[src/rtl/reg_load_arbiter_pkg.sv]
// Shared constants for the register-load arbiter: FSM encoding, default bus
// geometry and small index helpers used by the CPU datapath.
package reg_load_arbiter_pkg;

   localparam int DEF_DATA_WIDTH = 8;
   localparam int DEF_NUM_REQ    = 4;
   localparam int DEF_NUM_REGS   = 8;

   localparam logic [1:0] ST_IDLE  = 2'd0;
   localparam logic [1:0] ST_LOAD  = 2'd1;
   localparam logic [1:0] ST_ACK   = 2'd2;
   localparam logic [1:0] ST_CLEAR = 2'd3;

   // Index width that stays legal for a single-entry range.
   function automatic int idx_width(input int n);
      return (n > 1) ? $clog2(n) : 1;
   endfunction

   function automatic int unsigned oh_to_idx(input logic [31:0] oh);
      int unsigned idx;
      idx = 32'd0;
      for (int i = 0; i < 32; i++) begin
         if (oh[i]) begin
            idx = unsigned'(i);
         end else begin
            idx = idx;
         end
      end
      return idx;
   endfunction

endpackage

[src/rtl/reg_load_arbiter_if.sv]
// Requester/register-bus bundle between the write requesters and the arbiter.
interface reg_load_arbiter_if
   import reg_load_arbiter_pkg::*;
#(
   parameter int DataWidth = DEF_DATA_WIDTH,
   parameter int NumReq    = DEF_NUM_REQ,
   parameter int NumRegs   = DEF_NUM_REGS
);
   localparam int AddrWidth = idx_width(NumRegs);

   logic [NumReq-1:0]           Req;
   logic [NumReq*AddrWidth-1:0] ReqAddr;
   logic [NumReq*DataWidth-1:0] ReqData;
   logic                        Clear;
   logic [NumRegs-1:0]          LDn;
   logic [DataWidth-1:0]        DOut;
   logic [NumReq-1:0]           Gnt;
   logic [NumReq-1:0]           Done;
   logic                        Busy;

   modport master (
      output Req, ReqAddr, ReqData, Clear,
      input  LDn, DOut, Gnt, Done, Busy
   );

   modport slave (
      input  Req, ReqAddr, ReqData, Clear,
      output LDn, DOut, Gnt, Done, Busy
   );

endinterface

[src/rtl/reg_load_arbiter_rr_picker.sv]
// Combinational round-robin pick: lowest requester index at or above Ptr,
// wrapping past the top index back to zero.
module rr_picker
   import reg_load_arbiter_pkg::*;
#(
   parameter int NumReq   = DEF_NUM_REQ,
   parameter int PtrWidth = idx_width(NumReq)
) (
   input  logic [NumReq-1:0]   Req,
   input  logic [PtrWidth-1:0] Ptr,
   output logic [NumReq-1:0]   Winner,
   output logic                Valid
);

   logic [PtrWidth-1:0] idx_s;

   // Scan requesters in rotated order; the first hit wins.
   always_comb begin
      Winner = '0;
      Valid  = 1'b0;
      idx_s  = '0;
      for (int i = 0; i < NumReq; i++) begin
         idx_s = PtrWidth'((int'(Ptr) + i) % NumReq);
         if (!Valid && Req[idx_s]) begin
            Winner[idx_s] = 1'b1;
            Valid         = 1'b1;
         end else begin
            Valid = Valid;
         end
      end
   end

endmodule

[src/rtl/reg_load_arbiter.sv]
// Arbitrates register writes from several requesters onto one shared load
// bus (active-low strobes plus data), with a walking clear of every register.
module reg_load_arbiter
   import reg_load_arbiter_pkg::*;
#(
   parameter int DataWidth = DEF_DATA_WIDTH,
   parameter int NumReq    = DEF_NUM_REQ,
   parameter int NumRegs   = DEF_NUM_REGS
) (
   input  logic               Clk,
   input  logic               Reset,
   reg_load_arbiter_if.slave  bus
);

   localparam int AddrWidth = idx_width(NumRegs);
   localparam int PtrWidth  = idx_width(NumReq);

   logic [1:0]           state_r,   state_n_s;
   logic [PtrWidth-1:0]  ptr_r,     ptr_n_s;
   logic [AddrWidth-1:0] cnt_r,     cnt_n_s;
   logic [PtrWidth-1:0]  win_idx_r, win_idx_n_s;
   logic [NumRegs-1:0]   ldn_r,     ldn_n_s;
   logic [DataWidth-1:0] dout_r,    dout_n_s;
   logic [NumReq-1:0]    gnt_r,     gnt_n_s;
   logic [NumReq-1:0]    done_r,    done_n_s;
   logic                 busy_r,    busy_n_s;

   logic [NumReq-1:0]    pick_oh_s;
   logic                 pick_valid_s;
   logic [PtrWidth-1:0]  pick_idx_s;
   logic [AddrWidth-1:0] addr_sel_s;
   logic [DataWidth-1:0] data_sel_s;

   rr_picker #(
      .NumReq   (NumReq),
      .PtrWidth (PtrWidth)
   ) u_picker (
      .Req    (bus.Req),
      .Ptr    (ptr_r),
      .Winner (pick_oh_s),
      .Valid  (pick_valid_s)
   );

   assign pick_idx_s = PtrWidth'(oh_to_idx(32'(pick_oh_s)));

   // One-hot mux of the winner's address and data slices.
   always_comb begin
      addr_sel_s = '0;
      data_sel_s = '0;
      for (int i = 0; i < NumReq; i++) begin
         addr_sel_s = addr_sel_s | ({AddrWidth{pick_oh_s[i]}} & bus.ReqAddr[i*AddrWidth +: AddrWidth]);
         data_sel_s = data_sel_s | ({DataWidth{pick_oh_s[i]}} & bus.ReqData[i*DataWidth +: DataWidth]);
      end
   end

   // Next-state and next-output logic; outputs are computed one cycle ahead
   // so the registered strobes line up with the state they belong to.
   always_comb begin
      state_n_s   = state_r;
      ptr_n_s     = ptr_r;
      cnt_n_s     = cnt_r;
      win_idx_n_s = win_idx_r;
      ldn_n_s     = '1;
      dout_n_s    = dout_r;
      gnt_n_s     = '0;
      done_n_s    = '0;
      case (state_r)
         ST_IDLE: begin
            if (bus.Clear) begin
               state_n_s = ST_CLEAR;
               cnt_n_s   = '0;
               ldn_n_s   = ~NumRegs'(1);
               dout_n_s  = '0;
            end else if (pick_valid_s) begin
               // Address and data are captured into the output registers here,
               // so later input changes cannot disturb the transfer.
               state_n_s   = ST_LOAD;
               win_idx_n_s = pick_idx_s;
               ldn_n_s     = ~(NumRegs'(1) << addr_sel_s);
               dout_n_s    = data_sel_s;
               gnt_n_s     = pick_oh_s;
            end else begin
               state_n_s = ST_IDLE;
            end
         end
         ST_LOAD: begin
            state_n_s = ST_ACK;
            gnt_n_s   = gnt_r;
            done_n_s  = gnt_r;
         end
         ST_ACK: begin
            state_n_s = ST_IDLE;
            if (win_idx_r == PtrWidth'(NumReq - 1)) begin
               ptr_n_s = '0;
            end else begin
               ptr_n_s = win_idx_r + PtrWidth'(1);
            end
         end
         ST_CLEAR: begin
            if (cnt_r == AddrWidth'(NumRegs - 1)) begin
               state_n_s = ST_IDLE;
            end else begin
               cnt_n_s  = cnt_r + AddrWidth'(1);
               ldn_n_s  = ~(NumRegs'(1) << cnt_n_s);
               dout_n_s = '0;
            end
         end
         default: begin
            state_n_s = ST_IDLE;
         end
      endcase
      busy_n_s = (state_n_s != ST_IDLE);
   end

   // State and output registers with synchronous active-low reset.
   always_ff @(posedge Clk) begin
      if (!Reset) begin
         state_r   <= ST_IDLE;
         ptr_r     <= '0;
         cnt_r     <= '0;
         win_idx_r <= '0;
         ldn_r     <= '1;
         dout_r    <= '0;
         gnt_r     <= '0;
         done_r    <= '0;
         busy_r    <= 1'b0;
      end else begin
         state_r   <= state_n_s;
         ptr_r     <= ptr_n_s;
         cnt_r     <= cnt_n_s;
         win_idx_r <= win_idx_n_s;
         ldn_r     <= ldn_n_s;
         dout_r    <= dout_n_s;
         gnt_r     <= gnt_n_s;
         done_r    <= done_n_s;
         busy_r    <= busy_n_s;
      end
   end

   assign bus.LDn  = ldn_r;
   assign bus.DOut = dout_r;
   assign bus.Gnt  = gnt_r;
   assign bus.Done = done_r;
   assign bus.Busy = busy_r;

endmodule

[src/flat_wrapper.sv]
// flat-port wrapper written by rule: the top's interface ports become plain ports
module reg_load_arbiter_flat import reg_load_arbiter_pkg::*;
#(
   parameter int DataWidth = DEF_DATA_WIDTH,
   parameter int NumReq    = DEF_NUM_REQ,
   parameter int NumRegs   = DEF_NUM_REGS
)
  (Clk, Reset, bus_Req, bus_ReqAddr, bus_ReqData, bus_Clear, bus_LDn, bus_DOut, bus_Gnt, bus_Done, bus_Busy);
  reg_load_arbiter_if #(.DataWidth(DataWidth), .NumReq(NumReq), .NumRegs(NumRegs)) bus_i ();
  input  logic Clk;
  input  logic Reset;
  input wire logic [$bits(bus_i.Req)-1:0] bus_Req;
  input wire logic [$bits(bus_i.ReqAddr)-1:0] bus_ReqAddr;
  input wire logic [$bits(bus_i.ReqData)-1:0] bus_ReqData;
  input wire logic [$bits(bus_i.Clear)-1:0] bus_Clear;
  output wire logic [$bits(bus_i.LDn)-1:0] bus_LDn;
  output wire logic [$bits(bus_i.DOut)-1:0] bus_DOut;
  output wire logic [$bits(bus_i.Gnt)-1:0] bus_Gnt;
  output wire logic [$bits(bus_i.Done)-1:0] bus_Done;
  output wire logic [$bits(bus_i.Busy)-1:0] bus_Busy;
  assign bus_i.Req = bus_Req;
  assign bus_i.ReqAddr = bus_ReqAddr;
  assign bus_i.ReqData = bus_ReqData;
  assign bus_i.Clear = bus_Clear;
  assign bus_LDn = bus_i.LDn;
  assign bus_DOut = bus_i.DOut;
  assign bus_Gnt = bus_i.Gnt;
  assign bus_Done = bus_i.Done;
  assign bus_Busy = bus_i.Busy;
  reg_load_arbiter #(.DataWidth(DataWidth), .NumReq(NumReq), .NumRegs(NumRegs)) u_core (.Clk(Clk), .Reset(Reset), .bus(bus_i));
endmodule
[config.mk]
export PLATFORM = sky130hd
export DESIGN_NAME = reg_load_arbiter_flat
export DESIGN_NICKNAME = d
export VERILOG_FILES = /design/src/rtl/reg_load_arbiter_pkg.sv /design/src/rtl/reg_load_arbiter_if.sv /design/src/rtl/reg_load_arbiter_rr_picker.sv /design/src/rtl/reg_load_arbiter.sv /design/src/flat_wrapper.sv
export SDC_FILE = /design/constraint.sdc
export NUM_CORES = 1
export LEC_CHECK = 0
export CORE_ASPECT_RATIO = 0.8
export CORE_MARGIN = 4
export CORE_UTILIZATION = 45
export CTS_CLUSTER_DIAMETER = 40
export DETAILED_ROUTE_END_ITERATION = 8
export PLACE_DENSITY = 0.79
export SETUP_SLACK_MARGIN = 0.3
export SLEW_MARGIN = 25
export SYNTH_ARGS = -nofsm -noshare
export SYNTH_HDL_FRONTEND = slang
export SYNTH_HIERARCHICAL = 1
export SYNTH_SLANG_ARGS = --single-unit
[constraint.sdc]
create_clock -name Clk -period 6.97 [get_ports Clk]
set_input_delay 1.7425 -clock Clk [delete_from_list [all_inputs] [get_ports Clk]]
set_output_delay 1.7425 -clock Clk [all_outputs]
set_load 0.01 [all_outputs]
Word-level counts from Yosys, hierarchy flattened
Index checks and enable logic that the tools add are counted.

Bits in registers: 34. Bits of input ports: 51. Output and inout port bits: 25. Word-level logic and storage cells: 115.

Add/sub/neg operators: 5. Order comparisons: 8. Equal/unequal tests: 8. Shift-type cells: 2. Multiplexer cells: 46. Bitwise logic cells: 20. Reduce and logical (&&, ||, !) cells: 17.

Operator list (count): 8-bit two-way mux (6); 8-bit bitwise AND (4); 8-bit case mux with 2 select lines (2); 4-bit two-way mux (6); 8-bit bitwise OR (3); 8-bit NOT (2); 1-bit by 3-bit << shifter with 8-bit output, first input constant (2); 1-bit two-way mux (14); 3-bit bitwise AND (4); 2-bit by 3-bit less-than comparator with 1-bit output, second input constant (4); 4-bit bitwise OR (3); 2-bit two-way mux (5); 3-bit bitwise OR (3); 3-bit AND reduction (3); 1-bit binary-select mux with 2-bit select (4); 1-bit demux with 2-bit select (4); 2-bit by 1-bit >= comparator with 1-bit output, second input constant (4); 2-bit case mux with 4 select lines (1); 4-bit case mux with 2 select lines (1); 1-bit logical AND (7); 2-bit == test, second input constant (3); 3-bit two-way mux (2); 3-bit case mux with 2 select lines (1); 2-bit by 1-bit adder with 2-bit output, second input constant (2); other kinds (11) (16).

Depth between registers and ports, before layout
Word-level depth: 21. Mapped depth: 12.

Hierarchy
Netlist, hierarchy kept.

By module, submodules not included: reg_load_arbiter (instances 1, cells an instance 198, area each 1732.9 um^2, seq. area each 680.7 um^2); rr_picker (instances 1, cells an instance 62, area each 494.2 um^2, seq. area each 0.0 um^2).

Worst setup path before layout
OpenSTA, ideal clock, no wires.

Kind: input -> register. Start point: input bus_Req[2]. End point: register u_core.ldn_r[4] (netlist: u_core/bus.LDn[4]). Setup time: 0.122 ns. Arrival: 3.666 ns. Data required time: 6.848 ns. Path slack: 3.182 ns. Cell stages on the path: 10. Path buffers: 2. Path through: buf_2 mux4_2 a31o_1 a221oi_2 o2bb2ai_1 buf_6 a22oi_2 and2_4 nand3_1 a221o_1.

Longest elaborated chain between the ends: 21. Elaborated cells on any way between the ends: 37. Classes of those cells: shift: 1; mux: 19; bitwise: 11; reduce/logical: 6.

Ends and longest elaborated chain: start, declared (RTL line flat_wrapper.sv:12) `input wire logic [$bits(bus_i.Req)-1:0] bus_Req;`; 1-bit binary-select mux with 2-bit select (RTL line reg_load_arbiter_rr_picker.sv:24) `if (!Valid && Req[idx_s]) begin`; 1-bit two-way mux (implied by the code) (RTL line reg_load_arbiter_rr_picker.sv:24); 1-bit two-way mux (RTL line reg_load_arbiter_rr_picker.sv:24); 1-bit logical NOT (RTL line reg_load_arbiter_rr_picker.sv:24); 1-bit logical AND (RTL line reg_load_arbiter_rr_picker.sv:24); 1-bit two-way mux (RTL line reg_load_arbiter_rr_picker.sv:24); 1-bit logical NOT (RTL line reg_load_arbiter_rr_picker.sv:24); 1-bit logical AND (RTL line reg_load_arbiter_rr_picker.sv:24); (+4 left out); net u_core.pick_oh_s[0] (RTL line reg_load_arbiter.sv:28) `logic [NumReq-1:0] pick_oh_s;`; 3-bit bitwise AND (*) (RTL line reg_load_arbiter.sv:51) `addr_sel_s = addr_sel_s | ({AddrWidth{pick_oh_s[i]}} & bus.ReqAddr[i*AddrWidth +: AddrWidth]);`; 3-bit bitwise OR (*) (3 in a row) (RTL line reg_load_arbiter.sv:51); 1-bit by 3-bit << shifter with 8-bit output (*) (RTL line reg_load_arbiter.sv:79) `ldn_n_s = ~(NumRegs'(1) << addr_sel_s);`; 8-bit NOT (*) (RTL line reg_load_arbiter.sv:79); 8-bit two-way mux (*) (RTL line reg_load_arbiter.sv:74) `end else if (pick_valid_s) begin`; 8-bit two-way mux (*) (RTL line reg_load_arbiter.sv:69) `if (bus.Clear) begin`; 8-bit case mux with 2 select lines (*) (RTL line reg_load_arbiter.sv:67) `case (state_r)`; end signal, assigned (RTL line reg_load_arbiter.sv:132) `ldn_r <= ldn_n_s;`; end, declared (RTL line reg_load_arbiter.sv:22) `logic [NumRegs-1:0] ldn_r, ldn_n_s;`.

The timed path passes the listed nets; every way through them passes the cells marked *. The select of a mux whose other input is x is not followed. A chain may end at the register's enable or synchronous reset.

Worst setup path in the final report
Start point: input bus_Req[1]. End point: register u_core.ldn_r[5] (netlist: u_core/bus.LDn[5]).

Elaborated cells on any way between the ends: 37. Classes of those cells: shift: 1; mux: 19; bitwise: 11; reduce/logical: 6.

RTL lines (RTL line): 1-bit binary-select mux with 2-bit select (reg_load_arbiter_rr_picker.sv:24); 1-bit two-way mux (implied by the code) (reg_load_arbiter_rr_picker.sv:24); 1-bit two-way mux (reg_load_arbiter_rr_picker.sv:24); 1-bit logical NOT (reg_load_arbiter_rr_picker.sv:24); 1-bit logical AND (reg_load_arbiter_rr_picker.sv:24); 1-bit two-way mux (reg_load_arbiter_rr_picker.sv:24); 1-bit logical NOT (reg_load_arbiter_rr_picker.sv:24); 1-bit logical AND (reg_load_arbiter_rr_picker.sv:24); (+4 left out); net u_core.pick_oh_s[2] (reg_load_arbiter.sv:28); 3-bit bitwise AND (*) (reg_load_arbiter.sv:51); 3-bit bitwise OR (*) (2 in a row) (reg_load_arbiter.sv:51); 1-bit by 3-bit << shifter with 8-bit output (*) (reg_load_arbiter.sv:79); 8-bit NOT (*) (reg_load_arbiter.sv:79); 8-bit two-way mux (*) (reg_load_arbiter.sv:74); 8-bit two-way mux (*) (reg_load_arbiter.sv:69); 8-bit case mux with 2 select lines (*) (reg_load_arbiter.sv:67).

Marks and branches as above.

==> key figures <==
Run status
  – Outcome: finished clean

CTS
  – Post-CTS Hold Fix Bufs: 0
  – Worst-Skew Late Latency: 0.28 ns
  – CTS tree: yes
  – Clock Path Buffers: 2
  – Post-cts gate resize count: 0
  – Sink Count: 34
  – Clock Pin Slew Worst Setup and Hold Paths: 0.07 ns
  – H-tree depth: 2
  – Clock buffer count from CTS: 5
  – Root Driver: clkbuf_8
  – Setup repair bufs after CTS: 0

Die
  – Core Region: 4679 um^2
  – IO Pins: 76
  – Die area: approximately 6100 um^2
  – Die width: a little under 90 um
  – Num rows: 22
  – Die Y: 70.93 um
  – Initial Util: 47.59%

Layout
  – Area grow syn2layout: 38.15%
  – Ant diodes: 0
  – Highest-count cells in the layout ignoring fill and taps: clkdlybuf4s50_1 (75), nand2_1 (37), dfxtp_1 (34)
  – Final #Nets: 395
  – Share of post-route cells with drive strength above 1: 7.317%
  – # fillers: 429
  – Most common cell after layout, fill and taps aside: clkdlybuf4s50_1

Power
  – Power Dens Cells: ~220 nW/um^2
  – Leak: 1.249 nW
  – Peak supply drop: 0.1295 mV
  – Total power: 0.6838 mW

Synth
  – Library cells used by synthesis: 49
  – Post-Syn Nets: 328
  – Synth top area cells: dfxtp_1 (31%), ha_1 (9.6%), a22oi_1 (7.1%)
  – Most common flop cell mapped by yosys: dfxtp_1
  – #FFs+latches synth: 34
  – Post-synthesis sequential area ratio: 30.56%
  – Post-Syn Area: 2227 um^2
  – Syn. warnings: 6
  – Cells after Synth: between 200 and 300
  – Area share of the largest cell type after synthesis: between 30% and 40%
  – Async set-reset flop share out of synthesis: 0%
  – Avg Cell Area, Syn: 8.566 um^2
  – Cell taking the most area after synthesis: dfxtp_1
  – EDFF count, synth: 0

Drt
  – # DRC: 0
  – WL final: 6382 um
  – Starting DRT DRC Count: 142
  – Top Layer Used: met4
  – DR WL met3: 562 um
  – Vias: 2210
  – DR vias/cell: about 5.7
  – DRT met1 WL: 3004 um
  – First-pass iteration count of the detailed router: 4
  – DR WL/cell: 16.45 um
  – Met2 WL post-DR: around 2800 um
  – Detail Route Antenna Nets: 0

Worst setup path
  – CP peak stage delay: 0.59 ns
  – Reg2Reg Setup Slack: 2.98 ns
  – Reg-to-Reg Start: u_core/ptr_r[0]$_SDFFE_PN0N_
  – Worst path required time: 7.13 ns
  – CP max FO: 14
  – CP arrival: 4.59 ns
  – CP Class: input pin to register
  – Crit end category: register
  – Critical path, cell by cell: clkdlybuf4s50_1 > or3b_1 > a2111o_1 > nand3_2 > o2bb2ai_2 > a22oi_1 > a21boi_2 > nand3_1 > a221o_1
  – Slowest CP cell: clkdlybuf4s50_1
  – CP Launch Type: input pin
  – Worst R2R Path Depth: 10
  – Launch point of the worst path: bus_Req[1]

Worst hold path
  – Worst Hold Depth: 2
  – Hold WC Path Type: register to register
  – Hold Startpoint: u_core/bus.DOut[1]$_SDFFE_PN0P_

STA
  – Max Transition Viols Final: 0
  – Worst-margin pin slew: 0.7385 ns
  – Max_slew headroom: 50.70%
  – RSZ-0062 raised after global routing: false
  – Final hold violations: 0
  – Fmax achieved: 225.9 MHz
  – Final setup viols: 0
  – Minimum clock period: ~4.4 ns
  – Tcrit/Tclk final: 63.52%
  – Fin Setup TNS: 0 ns
  – Clk_skew: about 0.0039 ns

Global routing
  – Antenna violations before repair: 0
  – Congestion Overflow GR: 0
  – Vias in the first global route: 2081
  – Largest net degree at the start of global routing: 24
  – First-pass GRT wire length: 10150 um
  – GRT Util Overall: 20.82%

Place
  – HPWL after DPL: between 4000 and 5000 um
  – IO buf count: 75
  – Gpl congestion: 0.9957

Job
  – Number of max-cap violations: 0
==> power breakdown <==
part           switching (mW)  internal (mW)  total [mW]
combinational           0.162          0.138       0.300
clock                  0.0673         0.0796       0.147
sequential             0.0181          0.219       0.237
==> final timing paths <==
| path | endpoint |
|---|---|
| max | u_core/bus.LDn[5]$_SDFF_PN1_ |
| min | u_core/bus.DOut[1]$_SDFFE_PN0P_ |
| max reg2reg | u_core/bus.LDn[5]$_SDFF_PN1_ |
| min reg2reg | u_core/bus.DOut[1]$_SDFFE_PN0P_ |
==> stage by stage <==
stage | utilization (%) | worst slack [ns] | instances | hold WS, ns | cell area (um^2)
2_1_floorplan | - | 3.182 | 260 | 0.4481 | 2227
3_3_place_gp | 63.26 | 1.971 | 380 | 0.4411 | 2960
3_5_place_dp | 63.53 | 2.016 | 380 | 0.4457 | 2973
4_1_cts | 65.48 | 2.301 | 388 | 0.4549 | 3064
5_1_grt | 65.75 | 2.383 | 388 | 0.4822 | 3077
6_report | 65.75 | 2.543 | 388 | 0.4510 | 3077
==> sequential cells by signal, indices dropped and copies added (netlist names) <==
register,flops
u_core/state_r,2
u_core/cnt_r,3
u_core/bus.Done,4
u_core/ptr_r,2
u_core/win_idx_r,2
u_core/bus.Busy,1
u_core/bus.DOut,8
u_core/bus.Gnt,4
u_core/bus.LDn,8
==> critical path: cells and delay by family <==
kind | cells | cell delay [ns]
buf+inv | 1 | 0.59
compound gates | 5 | 1.63
simple gates | 3 | 0.63
==> cell families after synthesis <==
| kind of cell | Yosys count | share of synthesized area, % |
|---|---|---|
| mux | 12 | 6.124 |
| compound gates | 72 | 25.73 |
| fa+ha+maj | 17 | 9.550 |
| buf+inv | 27 | 6.180 |
| simple gates | 98 | 21.85 |
| flops | 34 | 30.56 |
==> synth_stat cells (all sizes together), types with 4 or more instances <==
library cell	n
a21boi	12
a21o	4
a21oi	5
a221o	4
a22oi	22
and2	4
and3	5
buf	10
clkbuf	5
dfxtp	34
ha	17
inv	12
mux2i	8
nand2	37
nand2b	6
nand3	18
nor2	12
nor2b	4
o22ai	6
o2bb2ai	4
==> layer usage <==
| layer | global-route usage (%) | vias up |
|---|---|---|
| met5 | 0 | - |
| met4 | 2.249 | 0 |
| met3 | 8.847 | 4 |
| met2 | 31.24 | 74 |
| met1 | 28.78 | 1046 |
| li1 | - | 1086 |
==> final cells by class <==
| class | count | area, um^2 | area share (%) |
|---|---|---|---|
| well taps | 60 | 75.07 | 2.440 |
| multi-input cells | 199 | 1434 | 46.60 |
| flip-flops and latches | 34 | 680.7 | 22.12 |
| clock inverters | 1 | 5.005 | 0.1627 |
| clock buffers | 7 | 86.33 | 2.806 |
| repair buffers | 75 | 750.7 | 24.40 |
| inverters | 12 | 45.04 | 1.464 |
No activity file was read; power rests on OpenSTA's default activity.
==> variant (same settings) <==
Take the reset off `dout_r` and load it in a clocked block of its own.
--- a/src/rtl/reg_load_arbiter.sv
+++ b/src/rtl/reg_load_arbiter.sv
@@ -120,7 +120,6 @@
          cnt_r     <= '0;
          win_idx_r <= '0;
          ldn_r     <= '1;
-         dout_r    <= '0;
          gnt_r     <= '0;
          done_r    <= '0;
          busy_r    <= 1'b0;
@@ -130,11 +129,14 @@
          cnt_r     <= cnt_n_s;
          win_idx_r <= win_idx_n_s;
          ldn_r     <= ldn_n_s;
-         dout_r    <= dout_n_s;
          gnt_r     <= gnt_n_s;
          done_r    <= done_n_s;
          busy_r    <= busy_n_s;
       end
+   end
+
+   always_ff @(posedge Clk) begin
+      dout_r <= dout_n_s;
    end
 
    assign bus.LDn  = ldn_r;
Behaviour: not the same (a bounded check fails within 4 cycles, from zero or initial values and one cycle with Reset low).
==> variant against the unedited design <==
- synthesized area decreased by 2.6%
- clock skew increased by 0.0019 ns
- count of clock-buffer cells in the layout unchanged
- core utilization decreased by 0.056 points
- final area decreased by 1.3%
- sequential cell count unchanged
- wire length decreased by 7.6%
- final cell count decreased by 6.4%
- sequential share of layout area increased by 2.9 points
- worst setup slack improved by 0.039 ns
- total power increased by 4.5%
- via count decreased by 6.7%
- maximum frequency increased by 0.88%
- critical endpoint unchanged
- largest power group unchanged
==> variant: results (changes against the unedited design) <==
{| class="wikitable"
! Metric !! Value
|-
| Num CTS Buffers || 5 (unchanged)
|-
| Wirelength, routed || 5894 um (-7.6%)
|-
| Cell area after placement || 2928 um2 (-1.5%)
|-
| Worst clock skew || 0.005815 ns (+0.001924 ns)
|-
| Arrival time of data at the critical path endpoint || 4.56 ns (-0.03 ns)
|-
| Most area-consuming cells after synthesis || sky130_fd_sc_hd__dfxtp_1 24%, sky130_fd_sc_hd__edfxtp_1 11%, sky130_fd_sc_hd__ha_1 9.8%, sky130_fd_sc_hd__a22oi_1 7.3%, sky130_fd_sc_hd__mux2i_1 3.7%
|-
| Post-detailed-route via-to-cell ratio || 5.678 (-0.32%)
|-
| Number of DRC violations after detailed-routing iteration 0 || 185 (+30%)
|-
| Post-layout nets || 370 (-6.3%)
|-
| Post-CTS setup buffer count || 0 (unchanged)
|-
| Synthesized Nets || 302 (-7.9%)
|-
| Number of input and output port buffers inserted || 75 (unchanged)
|-
| Count of TritonRoute iterations in the first routing pass || 5 (+1)
|-
| Leading cell types by count after synthesis || 26 x sky130_fd_sc_hd__dfxtp_1, 21 x sky130_fd_sc_hd__a22oi_1, 19 x sky130_fd_sc_hd__nand2_1, 17 x sky130_fd_sc_hd__ha_1, 14 x sky130_fd_sc_hd__a21oi_1
|-
| Overall global routing resource usage || 0.1948 (-0.01344)
|-
| Worst relative slew slack || 0.4771 (-0.02989)
|-
| Clock Root Buffer || sky130_fd_sc_hd__clkbuf_8
|-
| Post-DP HPWL || 4517 um (-8.3%)
|-
| Maximum VDD drop || 0.1410 mV (+8.9%)
|-
| Final GP Congestion || 0.9199 (-7.6%)
|-
| Diodes inserted || 0 (unchanged)
|-
| Critical-path maximum fanout || 12 (-2)
|-
| Via count of the first global-routing pass || 1857 (-11%)
|-
| Largest net degree at the start of global routing || 23 (-4.2%)
|-
| Number of distinct standard cells referenced by the synthesized netlist || 51 (+4.1%)
|-
| Register area share after synthesis || 0.3506 (+0.04502)
|-
| Number of flops mapped to enable cells by yosys || 8 (+8)
|-
| First-pass GRT wire length || 9315 um (-8.2%)
|-
| Resize count post-CTS || 0 (unchanged)
|-
| Proportion of layout cells with a drive suffix above 1 || 0.07591 (+0.002737)
|-
| Status || completed
|-
| Leakage power || 0.001224 uW (-2.0%)
|}
==> variant: layer usage <==
metal | up-vias | track usage | routed length (um)
li1 | 1013 | - | -
met4 | 0 | 0.05272 | 46
met2 | 83 | 0.3000 | 2775
met1 | 961 | 0.2727 | 2708
met5 | - | 0 | 0
met3 | 4 | 0.04363 | 363
==> variant: final cells by class <==
cell class	instances	area, um2
Fill cell	366	1587
Multi-Input combinational cell	174	1315
Sequential cell	34	760.7
Timing Repair Buffer	75	750.7
Clock buffer	7	86.33
Tap cell	60	75.07
Inverter	12	45.04
Clock inverter	1	5.005
==> variant: cell families after synthesis <==
family	share of synthesized area
mux	0.06286
simple gates	0.1742
fa+ha+maj	0.09804
buf+inv	0.05478
flops	0.3506
compound gates	0.2595
==> variant: power breakdown <==
group	leakage [uW]	internal, uW	switching, uW
clock network	0.0000482	79.6	68.6
registers	0.000296	241	17.9
logic	0.000880	147	160
total	0.00122	468	247
==> variant: worst paths after layout <==
kind	startpoint	end	slack (ns)	cells past startpoint
worst max-delay path	bus_Req[1]	u_core/bus.LDn[5]	2.58	9
worst min-delay path	u_core/cnt_r[2]	u_core/cnt_r[2]	0.50	2
worst min register to register	u_core/cnt_r[2]	u_core/cnt_r[2]	0.50	2
worst max register to register	u_core/ptr_r[0]	u_core/bus.LDn[5]	3.14	10
==> variant: stage by stage <==
step | hold slack, ns | setup WS (ns) | std cells | utilization
2_1_floorplan | 0.4481 | 3.189 | 234 | -
3_3_place_gp | 0.4629 | 2.127 | 355 | 0.6318
3_5_place_dp | 0.4894 | 2.049 | 355 | 0.6331
4_1_cts | 0.4989 | 2.326 | 363 | 0.6529
5_1_grt | 0.5036 | 2.407 | 363 | 0.6569
6_report | 0.4974 | 2.581 | 363 | 0.6569
==> variant: worst max-delay path, delay by kind of cell <==
| family | cells | cell delay (ns) |
|---|---|---|
| AOI/OAI and AO/OA | 5 | 1.58 |
| and+or+nand+nor | 3 | 0.62 |
| buffers and inverters | 1 | 0.60 |
